## config.mk

```make
export PLATFORM = sky130hd
export DESIGN_NAME = i2c_slave_multi
export DESIGN_NICKNAME = d
export VERILOG_FILES = /design/src/rtl/i2c_slave_pkg.sv /design/src/rtl/i2c_bus_events.sv /design/src/rtl/i2c_slave_multi.sv
export SDC_FILE = /design/constraint.sdc
export NUM_CORES = 1
export LEC_CHECK = 0
export ABC_AREA = 0
export CORE_MARGIN = 2
export CORE_UTILIZATION = 29
export CTS_BUF_LIST = sky130_fd_sc_hd__clkbuf_8 sky130_fd_sc_hd__clkbuf_16
export CTS_CLUSTER_SIZE = 30
export DETAILED_ROUTE_END_ITERATION = 10
export HOLD_SLACK_MARGIN = 0.03
export PLACE_DENSITY = 0.6
export SYNTH_ARGS = -nofsm -noshare
export SYNTH_HDL_FRONTEND = slang
export SYNTH_SLANG_ARGS = --single-unit
```

## constraint.sdc

```tcl
create_clock -name clk -period 2.4 [get_ports clk]
set_input_delay 0.36 -clock clk [delete_from_list [all_inputs] [get_ports clk]]
set_output_delay 0.36 -clock clk [all_outputs]
set_load 0.02 [all_outputs]
```

## src/rtl/i2c_slave_pkg.sv

```systemverilog
// Shared types and constants for the multi-address I2C slave engine.
package i2c_slave_pkg;

    typedef enum logic [3:0] {
        IDLE,
        ADDR,
        ADDR_ACK,
        RX_BYTE,
        RX_ACK,
        TX_BYTE,
        TX_ACK,
        STRETCH,
        WAIT_STOP
    } state_t;

    localparam int              ADDR_W        = 7;
    localparam logic [ADDR_W-1:0] GEN_CALL_ADDR = 7'h00;

    // Open-drain SDA levels during the acknowledge bit
    localparam logic ACK  = 1'b0;
    localparam logic NACK = 1'b1;

endpackage

```

## src/rtl/i2c_bus_events.sv

```systemverilog
// Bus condition detector: remembers the previous SCL/SDA levels and flags
// SCL edges plus START/STOP as registered single-cycle pulses.
module i2c_bus_events (
    input  logic clk,
    input  logic rst,
    input  logic scl_sync,
    input  logic sda_sync,
    output logic scl_rise,
    output logic scl_fall,
    output logic start_det,
    output logic stop_det
);

    logic scl_q;
    logic sda_q;

    // Previous-level registers and edge/condition pulses; SCL must be high on
    // both samples so an SDA change racing an SCL edge is not a START/STOP.
    always_ff @(posedge clk) begin
        if (rst) begin
            scl_q     <= 1'b1;
            sda_q     <= 1'b1;
            scl_rise  <= 1'b0;
            scl_fall  <= 1'b0;
            start_det <= 1'b0;
            stop_det  <= 1'b0;
        end else begin
            scl_q     <= scl_sync;
            sda_q     <= sda_sync;
            scl_rise  <= scl_sync & ~scl_q;
            scl_fall  <= ~scl_sync & scl_q;
            start_det <= scl_sync & scl_q & sda_q & ~sda_sync;
            stop_det  <= scl_sync & scl_q & ~sda_q & sda_sync;
        end
    end

endmodule

```

## src/rtl/i2c_slave_multi.sv

```systemverilog
// I2C slave engine answering up to NUM_ADDR table addresses plus an optional
// general call, with FIFO-side push/pop pulses and optional clock stretching.
module i2c_slave_multi
    import i2c_slave_pkg::*;
#(
    parameter int NUM_ADDR = 4,
    parameter int IDX_W    = (NUM_ADDR > 1) ? $clog2(NUM_ADDR) : 1
) (
    input  logic                       clk,
    input  logic                       rst,
    input  logic                       scl_sync,
    input  logic                       sda_sync,
    input  logic [NUM_ADDR*ADDR_W-1:0] addr_table,
    input  logic [NUM_ADDR-1:0]        addr_en,
    input  logic                       gen_call_en,
    input  logic                       stretch_en,
    input  logic [7:0]                 tx_data,
    input  logic                       tx_empty,
    output logic                       tx_rd_en,
    input  logic                       rx_full,
    output logic [7:0]                 rx_data,
    output logic                       rx_wr_en,
    output logic [IDX_W-1:0]           match_idx,
    output logic                       gen_call,
    output logic                       busy,
    output logic                       txn_done,
    output logic                       ack_err,
    output logic                       sda_out,
    output logic                       scl_out
);

    logic scl_rise, scl_fall, start_det, stop_det;

    i2c_bus_events u_events (
        .clk       (clk),
        .rst       (rst),
        .scl_sync  (scl_sync),
        .sda_sync  (sda_sync),
        .scl_rise  (scl_rise),
        .scl_fall  (scl_fall),
        .start_det (start_det),
        .stop_det  (stop_det)
    );

    state_t     state_q, state_d;
    logic [7:0] shreg_q, shreg_d;
    logic [3:0] bitcnt_q, bitcnt_d;
    logic       rw_q, rw_d;

    logic             busy_d, gc_d, sda_d, scl_d;
    logic             rx_wr_d, tx_rd_d, done_d, err_d;
    logic [7:0]       rxd_d;
    logic [IDX_W-1:0] idx_d;

    // Per-entry address comparators against the received 7-bit address
    logic [NUM_ADDR-1:0] hit;
    for (genvar g = 0; g < NUM_ADDR; g++) begin : g_cmp
        assign hit[g] = addr_en[g] && (addr_table[ADDR_W*g +: ADDR_W] == shreg_q[7:1]);
    end

    logic             hit_any;
    logic [IDX_W-1:0] hit_idx;
    logic             gc_hit;

    // Priority encode so the lowest matching entry wins; general call only on write
    always_comb begin
        hit_any = 1'b0;
        hit_idx = '0;
        for (int i = NUM_ADDR - 1; i >= 0; i--) begin
            if (hit[i]) begin
                hit_any = 1'b1;
                hit_idx = IDX_W'(i);
            end
        end
        gc_hit = gen_call_en && (shreg_q[7:1] == GEN_CALL_ADDR) && !shreg_q[0];
    end

    logic push_rx, load_tx;

    // Next-state and registered-output logic
    always_comb begin
        state_d  = state_q;
        shreg_d  = shreg_q;
        bitcnt_d = bitcnt_q;
        rw_d     = rw_q;
        busy_d   = busy;
        idx_d    = match_idx;
        gc_d     = gen_call;
        sda_d    = sda_out;
        scl_d    = scl_out;
        rxd_d    = rx_data;
        rx_wr_d  = 1'b0;
        tx_rd_d  = 1'b0;
        done_d   = 1'b0;
        err_d    = 1'b0;
        push_rx  = 1'b0;
        load_tx  = 1'b0;

        // SCL is held low in STRETCH, so bus conditions there can only be glitches
        if (stop_det && state_q != STRETCH) begin
            state_d = IDLE;
            sda_d   = 1'b1;
            scl_d   = 1'b1;
            busy_d  = 1'b0;
            gc_d    = 1'b0;
            done_d  = busy;
        end else if (start_det && state_q != STRETCH) begin
            state_d  = ADDR;
            bitcnt_d = '0;
            sda_d    = 1'b1;
            scl_d    = 1'b1;
            busy_d   = 1'b0;
            gc_d     = 1'b0;
            done_d   = busy;
        end else begin
            case (state_q)
                ADDR: begin
                    if (scl_rise) begin
                        shreg_d  = {shreg_q[6:0], sda_sync};
                        bitcnt_d = bitcnt_q + 4'd1;
                    end else if (scl_fall && bitcnt_q == 4'd8) begin
                        if (gc_hit || hit_any) begin
                            state_d = ADDR_ACK;
                            sda_d   = ACK;
                            busy_d  = 1'b1;
                            rw_d    = shreg_q[0];
                            gc_d    = gc_hit;
                            idx_d   = gc_hit ? '0 : hit_idx;
                        end else begin
                            state_d = WAIT_STOP;
                        end
                    end
                end
                ADDR_ACK: begin
                    if (scl_fall) begin
                        if (rw_q) begin
                            load_tx = 1'b1;
                        end else begin
                            state_d  = RX_BYTE;
                            sda_d    = 1'b1;
                            bitcnt_d = '0;
                        end
                    end
                end
                RX_BYTE: begin
                    if (scl_rise) begin
                        shreg_d  = {shreg_q[6:0], sda_sync};
                        bitcnt_d = bitcnt_q + 4'd1;
                    end else if (scl_fall && bitcnt_q == 4'd8) begin
                        if (!rx_full) begin
                            push_rx = 1'b1;
                        end else if (stretch_en) begin
                            state_d = STRETCH;
                            scl_d   = 1'b0;
                        end else begin
                            state_d = RX_ACK;
                            sda_d   = NACK;
                            err_d   = 1'b1;
                        end
                    end
                end
                RX_ACK: begin
                    if (scl_fall) begin
                        state_d  = RX_BYTE;
                        sda_d    = 1'b1;
                        bitcnt_d = '0;
                    end
                end
                TX_BYTE: begin
                    if (scl_rise) begin
                        bitcnt_d = bitcnt_q + 4'd1;
                    end else if (scl_fall && bitcnt_q == 4'd8) begin
                        state_d = TX_ACK;
                        sda_d   = 1'b1;
                    end else if (scl_fall && bitcnt_q != 4'd0) begin
                        shreg_d = {shreg_q[6:0], 1'b1};
                        sda_d   = shreg_q[6];
                    end
                end
                TX_ACK: begin
                    // bitcnt 9 marks "master acknowledged, send another byte"
                    if (scl_rise) begin
                        if (sda_sync == ACK) bitcnt_d = 4'd9;
                        else                 state_d  = WAIT_STOP;
                    end else if (scl_fall && bitcnt_q == 4'd9) begin
                        load_tx = 1'b1;
                    end
                end
                STRETCH: begin
                    if (!rw_q && !rx_full)  push_rx = 1'b1;
                    if (rw_q && !tx_empty)  load_tx = 1'b1;
                end
                IDLE, WAIT_STOP: ;
                default: state_d = IDLE;
            endcase

            if (push_rx) begin
                state_d = RX_ACK;
                rxd_d   = shreg_q;
                rx_wr_d = 1'b1;
                sda_d   = ACK;
                scl_d   = 1'b1;
            end

            if (load_tx) begin
                bitcnt_d = '0;
                scl_d    = 1'b1;
                if (!tx_empty) begin
                    state_d = TX_BYTE;
                    tx_rd_d = 1'b1;
                    shreg_d = tx_data;
                    sda_d   = tx_data[7];
                end else if (stretch_en) begin
                    state_d = STRETCH;
                    scl_d   = 1'b0;
                    sda_d   = 1'b1;
                end else begin
                    // Underflow without stretching: all-ones byte is just a released line
                    state_d = TX_BYTE;
                    shreg_d = 8'hFF;
                    sda_d   = 1'b1;
                    err_d   = 1'b1;
                end
            end
        end
    end

    // State and output registers; reset releases both lines immediately
    always_ff @(posedge clk) begin
        if (rst) begin
            state_q   <= IDLE;
            shreg_q   <= '0;
            bitcnt_q  <= '0;
            rw_q      <= 1'b0;
            busy      <= 1'b0;
            match_idx <= '0;
            gen_call  <= 1'b0;
            sda_out   <= 1'b1;
            scl_out   <= 1'b1;
            rx_data   <= '0;
            rx_wr_en  <= 1'b0;
            tx_rd_en  <= 1'b0;
            txn_done  <= 1'b0;
            ack_err   <= 1'b0;
        end else begin
            state_q   <= state_d;
            shreg_q   <= shreg_d;
            bitcnt_q  <= bitcnt_d;
            rw_q      <= rw_d;
            busy      <= busy_d;
            match_idx <= idx_d;
            gen_call  <= gc_d;
            sda_out   <= sda_d;
            scl_out   <= scl_d;
            rx_data   <= rxd_d;
            rx_wr_en  <= rx_wr_d;
            tx_rd_en  <= tx_rd_d;
            txn_done  <= done_d;
            ack_err   <= err_d;
        end
    end

endmodule

```

* Word level (Yosys, flattened, before mapping)
Cells that the tools add are included.
** Storage, ports and cells
- Register bits after elaboration :: 41
- Output and inout port bits :: 18
- Word-level logic and storage cells :: 228
** Operators by class
- Add/subtract/negate cells :: 1
- Equal/unequal tests :: 51
- Muxes and demuxes :: 98
- Bitwise gates (word level) :: 15
- Reductions and logical operators :: 42
** Operators by type and width (count)
- 4-bit two-way mux :: 23
- 8-bit two-way mux :: 7
- 1-bit two-way mux :: 54
- 4-bit != test, second input constant :: 13
- 5-bit != test, second input constant :: 10
- 13-bit AND reduction :: 3
- 7-bit equality test :: 4
- 4-bit by 3-bit != test with 1-bit output, second input constant :: 7
- 4-bit case mux with 7 select lines :: 1
- 4-bit by 3-bit equality test with 1-bit output, second input constant :: 4
- 2-bit two-way mux :: 8
- 4-bit case mux with 4 select lines :: 1
- 8-bit case mux with 2 select lines :: 1
- 5-bit by 4-bit != test with 1-bit output, second input constant :: 3
- 1-bit logical AND :: 13
- 4-bit equality test, second input constant :: 3
- 3-bit nonzero test :: 4
- 3-bit OR reduction :: 3
- 4-bit by 2-bit equality test with 1-bit output, second input constant :: 2
- 4-bit by 1-bit != test with 1-bit output, second input constant :: 2
- 1-bit NOT :: 8
- 8-bit AND reduction :: 1
- 1-bit bitwise AND :: 7
- 7-bit logical NOT :: 1
- other kinds (20) :: 24

* Logic depth before layout (Yosys ltp)
- Depth in word-level cells :: 14
- Mapped depth :: 9
- Mapped depth without buffers :: 8

* Hierarchy
Synthesis repeated with hierarchy kept, for this count alone.
** Unflattened totals
- Cells, all modules :: 348
- Area, all modules :: 2813.9 um^2
** By module, submodules not included
- i2c_slave_multi :: instances 1, cells each 334, area an instance 2616.3 um^2
- i2c_bus_events :: instances 1, cells each 14, area an instance 197.7 um^2

* Worst setup path after synthesis
No wires, ideal clock.
- Kind :: flip-flop to flip-flop
- Start point :: register shreg_q[3]
- End point :: register match_idx[1]
- Library setup time :: 0.123 ns
- Arrival time :: 1.751 ns
- Setup slack :: 0.525 ns
- Cell stages (with the launch flop) :: 8
- Buffers on the path :: 1
- Period minus slack after synthesis :: 1.875 ns
- Cell sequence :: dfxtp_1 buf_6 xor2_1 nor4_2 nand4_1 and4bb_4 nor3_4 mux2_1
** Between the ends
- Longest elaborated chain between the ends :: 8
** RTL lines
- start, declared :: RTL line i2c_slave_multi.sv:46 : logic [7:0] shreg_q, shreg_d;
- start signal, assigned :: RTL line i2c_slave_multi.sv:247 : shreg_q <= shreg_d;
- 7-bit equality test :: RTL line i2c_slave_multi.sv:58 : assign hit[g] = addr_en[g] && (addr_table[ADDR_W*g +: ADDR_W] == shreg_q[7:1]);
- 1-bit logical AND :: RTL line i2c_slave_multi.sv:58
- 1-bit two-way mux (4 in series) :: RTL line i2c_slave_multi.sv:70 : if (hit[i]) begin
- 1-bit logical OR :: RTL line i2c_slave_multi.sv:122 : if (gc_hit || hit_any) begin
- 6-bit AND reduction (no source line)
- end signal, assigned :: RTL line i2c_slave_multi.sv:251 : match_idx <= idx_d;
- end, declared :: RTL line i2c_slave_multi.sv:23 : output logic [IDX_W-1:0] match_idx,
Parallel ways exist; a longest one is shown, timed or not.
A chain may end at the register's enable or synchronous reset.

* Final worst setup path
- Start point :: register shreg_q[6]
- End point :: register match_idx[1]
Same word-level chain as after synthesis.

==> flow_summary.json <==
{
  "slew_headroom_pct": 65.27,
  "wl_per_cell_um": 15.11,
  "rr_startpoint": "shreg_q[6]$_SDFFE_PP0P_",
  "netlist_instances": 321,
  "cts_resized": 0,
  "core_area_um2": 9109,
  "wl_um": 7539,
  "timing.critical_path.buf_inv": 0,
  "clock_sinks": 41,
  "worstPathCellList": "xor2_1, nor4_1, nand4_1, and4bb_4, nor3_4, mux2_1",
  "die_y_um": 100.4,
  "clkSlewWorstSetupHoldPaths_ns": 0.07,
  "dr.pass1.iters": 4,
  "powerDensity_nw_per_um2": 400.1,
  "hold_class": "reg -> reg",
  "rrSetupSlack_ns": 0.22,
  "reg2reg_depth": 6,
  "cp.required_ns": 2.57,
  "finalHoldViolCount": 0,
  "start_util_pct": 29.60,
  "cts.path.max_buffers": 2,
  "rows": 35,
  "cts-buffers-inserted": 5,
  "worstMarginPinSlew_ns": 0.5203,
  "vias": 2535,
  "postCtsSetupRepairBufs": 0,
  "min_period_ns": 2.176,
  "clock_skew_ns": 0.01082,
  "routabilityCongestion": 0.9261,
  "synth_seq_cells": 41,
  "critPathLaunch": "shreg_q[6]$_SDFFE_PP0P_",
  "p_leak_nw": 1.257,
  "yosys.area.top_type": "dfxtp_1",
  "grt_pass1_vias": 2492,
  "synth_edf_count": 0,
  "antenna_cells": 0,
  "drive_above_1_share_pct": 11.86,
  "timing.final.crit_share_pct": 90.69,
  "maxSlewViolCount": 0,
  "track_usage_pct": 15.36,
  "critPathMaxStageDelay_ns": 0.65,
  "slowest_stage": "dfxtp_1",
  "cp-start-kind": "flip-flop",
  "setup-tns-final_ns": 0,
  "cts_hold_repair.buffers": 0,
  "avgSynthCellArea_um2": 8.400,
  "async_flop_share_pct": 0,
  "drc": 0,
  "dieArea_um2": 10090,
  "grt_max_degree": 18,
  "synth_area_leaders": "dfxtp_1 (30%), xnor2_1 (5.2%), a21oi_1 (4.1%), nor2_1 (4.0%), xor2_1 (3.9%)",
  "grt_pass1_wl_um": 12500,
  "h-tree-depth": 2,
  "via_per_inst": 5.080,
  "dp_hpwl_um": 5867,
  "synth_top_area_share_pct": 30.44,
  "fin_nets": 438,
  "io_pins": 66,
  "critPathCapture": "match_idx[1]$_SDFFE_PP0P_",
  "netlist_area_um2": 2696,
  "cts_tree": "built",
  "ys.flop_type": "dfxtp_1",
  "status": "finished clean",
  "critPathMaxFanout": 9,
  "criticalPathCategory": "reg -> reg",
  "crit_arrival_ns": 2.35,
  "path_delay_family": "simple AND/OR/NAND/NOR gates",
  "filler_cell_count": 946,
  "power.total_mw": 1.411,
  "path_depth": 6,
  "ant_nets": 0,
  "die_x_um": 100.4,
  "setup_violations": 0,
  "area_delta_synth_final_pct": 30.77,
  "rsz0062_at_grt": "false",
  "clk_latency_ns": 0.29,
  "synth_cell_types": 72,
  "synth-seq-area-share_pct": 30.44,
  "synth_fp_nets": 372,
  "regToRegEndpoint": "match_idx[1]$_SDFFE_PP0P_",
  "end_kind": "flip-flop",
  "overflow": 0,
  "yosys_warnings": 0,
  "io_buffer_count": 65,
  "timing.fmax_ghz": 0.4595,
  "antenna_found_initial": 0,
  "drv_cap": 0,
  "drt_first_iter_violations": 201,
  "peakVddDrop_mv": 0.2198,
  "cts_root_buf": "clkbuf_8"
}
[power by group]
part           total (mW)  switching [mW]  internal [mW]
clock               0.438           0.237          0.201
sequential          0.713          0.0206          0.693
combinational       0.260           0.117          0.143
[metal layers]
layer / share of wire, % / track usage, % / vias up
met4: 0.52 / 2.740 / 0
met5: 0 / 0 / -
met1: 47 / 21.38 / 1149
met3: 5.4 / 2.994 / 4
li1: - / - / 1304
met2: 47 / 24.94 / 78
[per-stage QoR]
step	instance area [um2]	setup slack [ns]	util (%)	hold WS [ns]	instances
3_5_place_dp	3437	0.05156	37.73	0.4054	491
4_1_cts	3523	0.2331	38.68	0.4262	499
3_3_place_gp	3437	0.08726	37.73	0.3979	491
2_1_floorplan	2696	0.5254	-	0.3891	321
6_report	3526	0.2235	38.71	0.4296	499
5_1_grt	3526	0.05369	38.71	0.4614	499
[flip-flops by register name (all words and copies together) (netlist names)]
name                flops
ack_err                 1
bitcnt_q                4
busy                    1
gen_call                1
match_idx               2
rw_q                    1
rx_data                 8
rx_wr_en                1
scl_out                 1
sda_out                 1
shreg_q                 8
state_q                 4
tx_rd_en                1
txn_done                1
u_events.scl_fall       1
u_events.scl_q          1
u_events.scl_rise       1
u_events.sda_q          1
u_events.start_det      1
u_events.stop_det       1
[kinds of logic (layout without fill, tap and decap cells)]
kind of cell	count (synthesis)	after routing	share of synthesized area, %
simple gates	131	131	28.03
compound gates	85	85	22.55
flops	41	41	30.44
buf+inv	29	96	6.960
xor+xnor	28	28	9.095
mux	4	4	1.531
fa+ha+maj	3	3	1.392
[synthesized netlist by cell type (all sizes together), types with 3 or more instances]
library cell,instances
a2111oi,3
a211oi,11
a21oi,23
a31oi,4
a32oi,4
and2,3
buf,14
clkbuf,6
dfxtp,41
ha,3
inv,9
mux2i,3
nand2,27
nand2b,8
nand3,13
nand3b,4
nand4,9
nand4b,4
nor2,29
nor2b,7
nor3,7
nor3b,3
nor4,3
o21a,4
o21ai,13
o22ai,7
xnor2,16
xor2,12
[how the worst min path moves through the flow]
stage / end / slack, ns / cells after the start / start
after detailed placement: u_events.stop_det$_SDFF_PP0_ / 0.41 / 1 / u_events.sda_q$_SDFF_PP1_
after floorplan: u_events.stop_det$_SDFF_PP0_ / 0.39 / 1 / u_events.sda_q$_SDFF_PP1_
after global placement: u_events.stop_det$_SDFF_PP0_ / 0.40 / 1 / u_events.sda_q$_SDFF_PP1_
final: u_events.stop_det$_SDFF_PP0_ / 0.43 / 1 / u_events.sda_q$_SDFF_PP1_
after CTS: u_events.stop_det$_SDFF_PP0_ / 0.43 / 1 / u_events.sda_q$_SDFF_PP1_
after global routing: u_events.stop_det$_SDFF_PP0_ / 0.46 / 1 / u_events.sda_q$_SDFF_PP1_
[layout by cell type, fill, tap and decap left out, types with 10 or more instances in the layout]
cell             instances
a211oi_1                10
a21oi_1                 22
buf_4                   14
clkdlybuf4s50_1         65
dfxtp_1                 40
nand2_1                 26
nand3_1                 13
nor2_1                  29
xnor2_1                 16
xor2_1                  12
[cell type report]
class / count / area, um2 / area share (%)
multi-input cells: 251 / 1689 / 47.91
flip-flops and latches: 41 / 822.0 / 23.31
repair buffers: 79 / 755.7 / 21.43
well taps: 111 / 138.9 / 3.939
clock buffers: 5 / 68.82 / 1.952
inverters: 9 / 33.78 / 0.9581
clock inverters: 3 / 17.52 / 0.4968
Note: power is estimated with default switching activity, not from simulation.
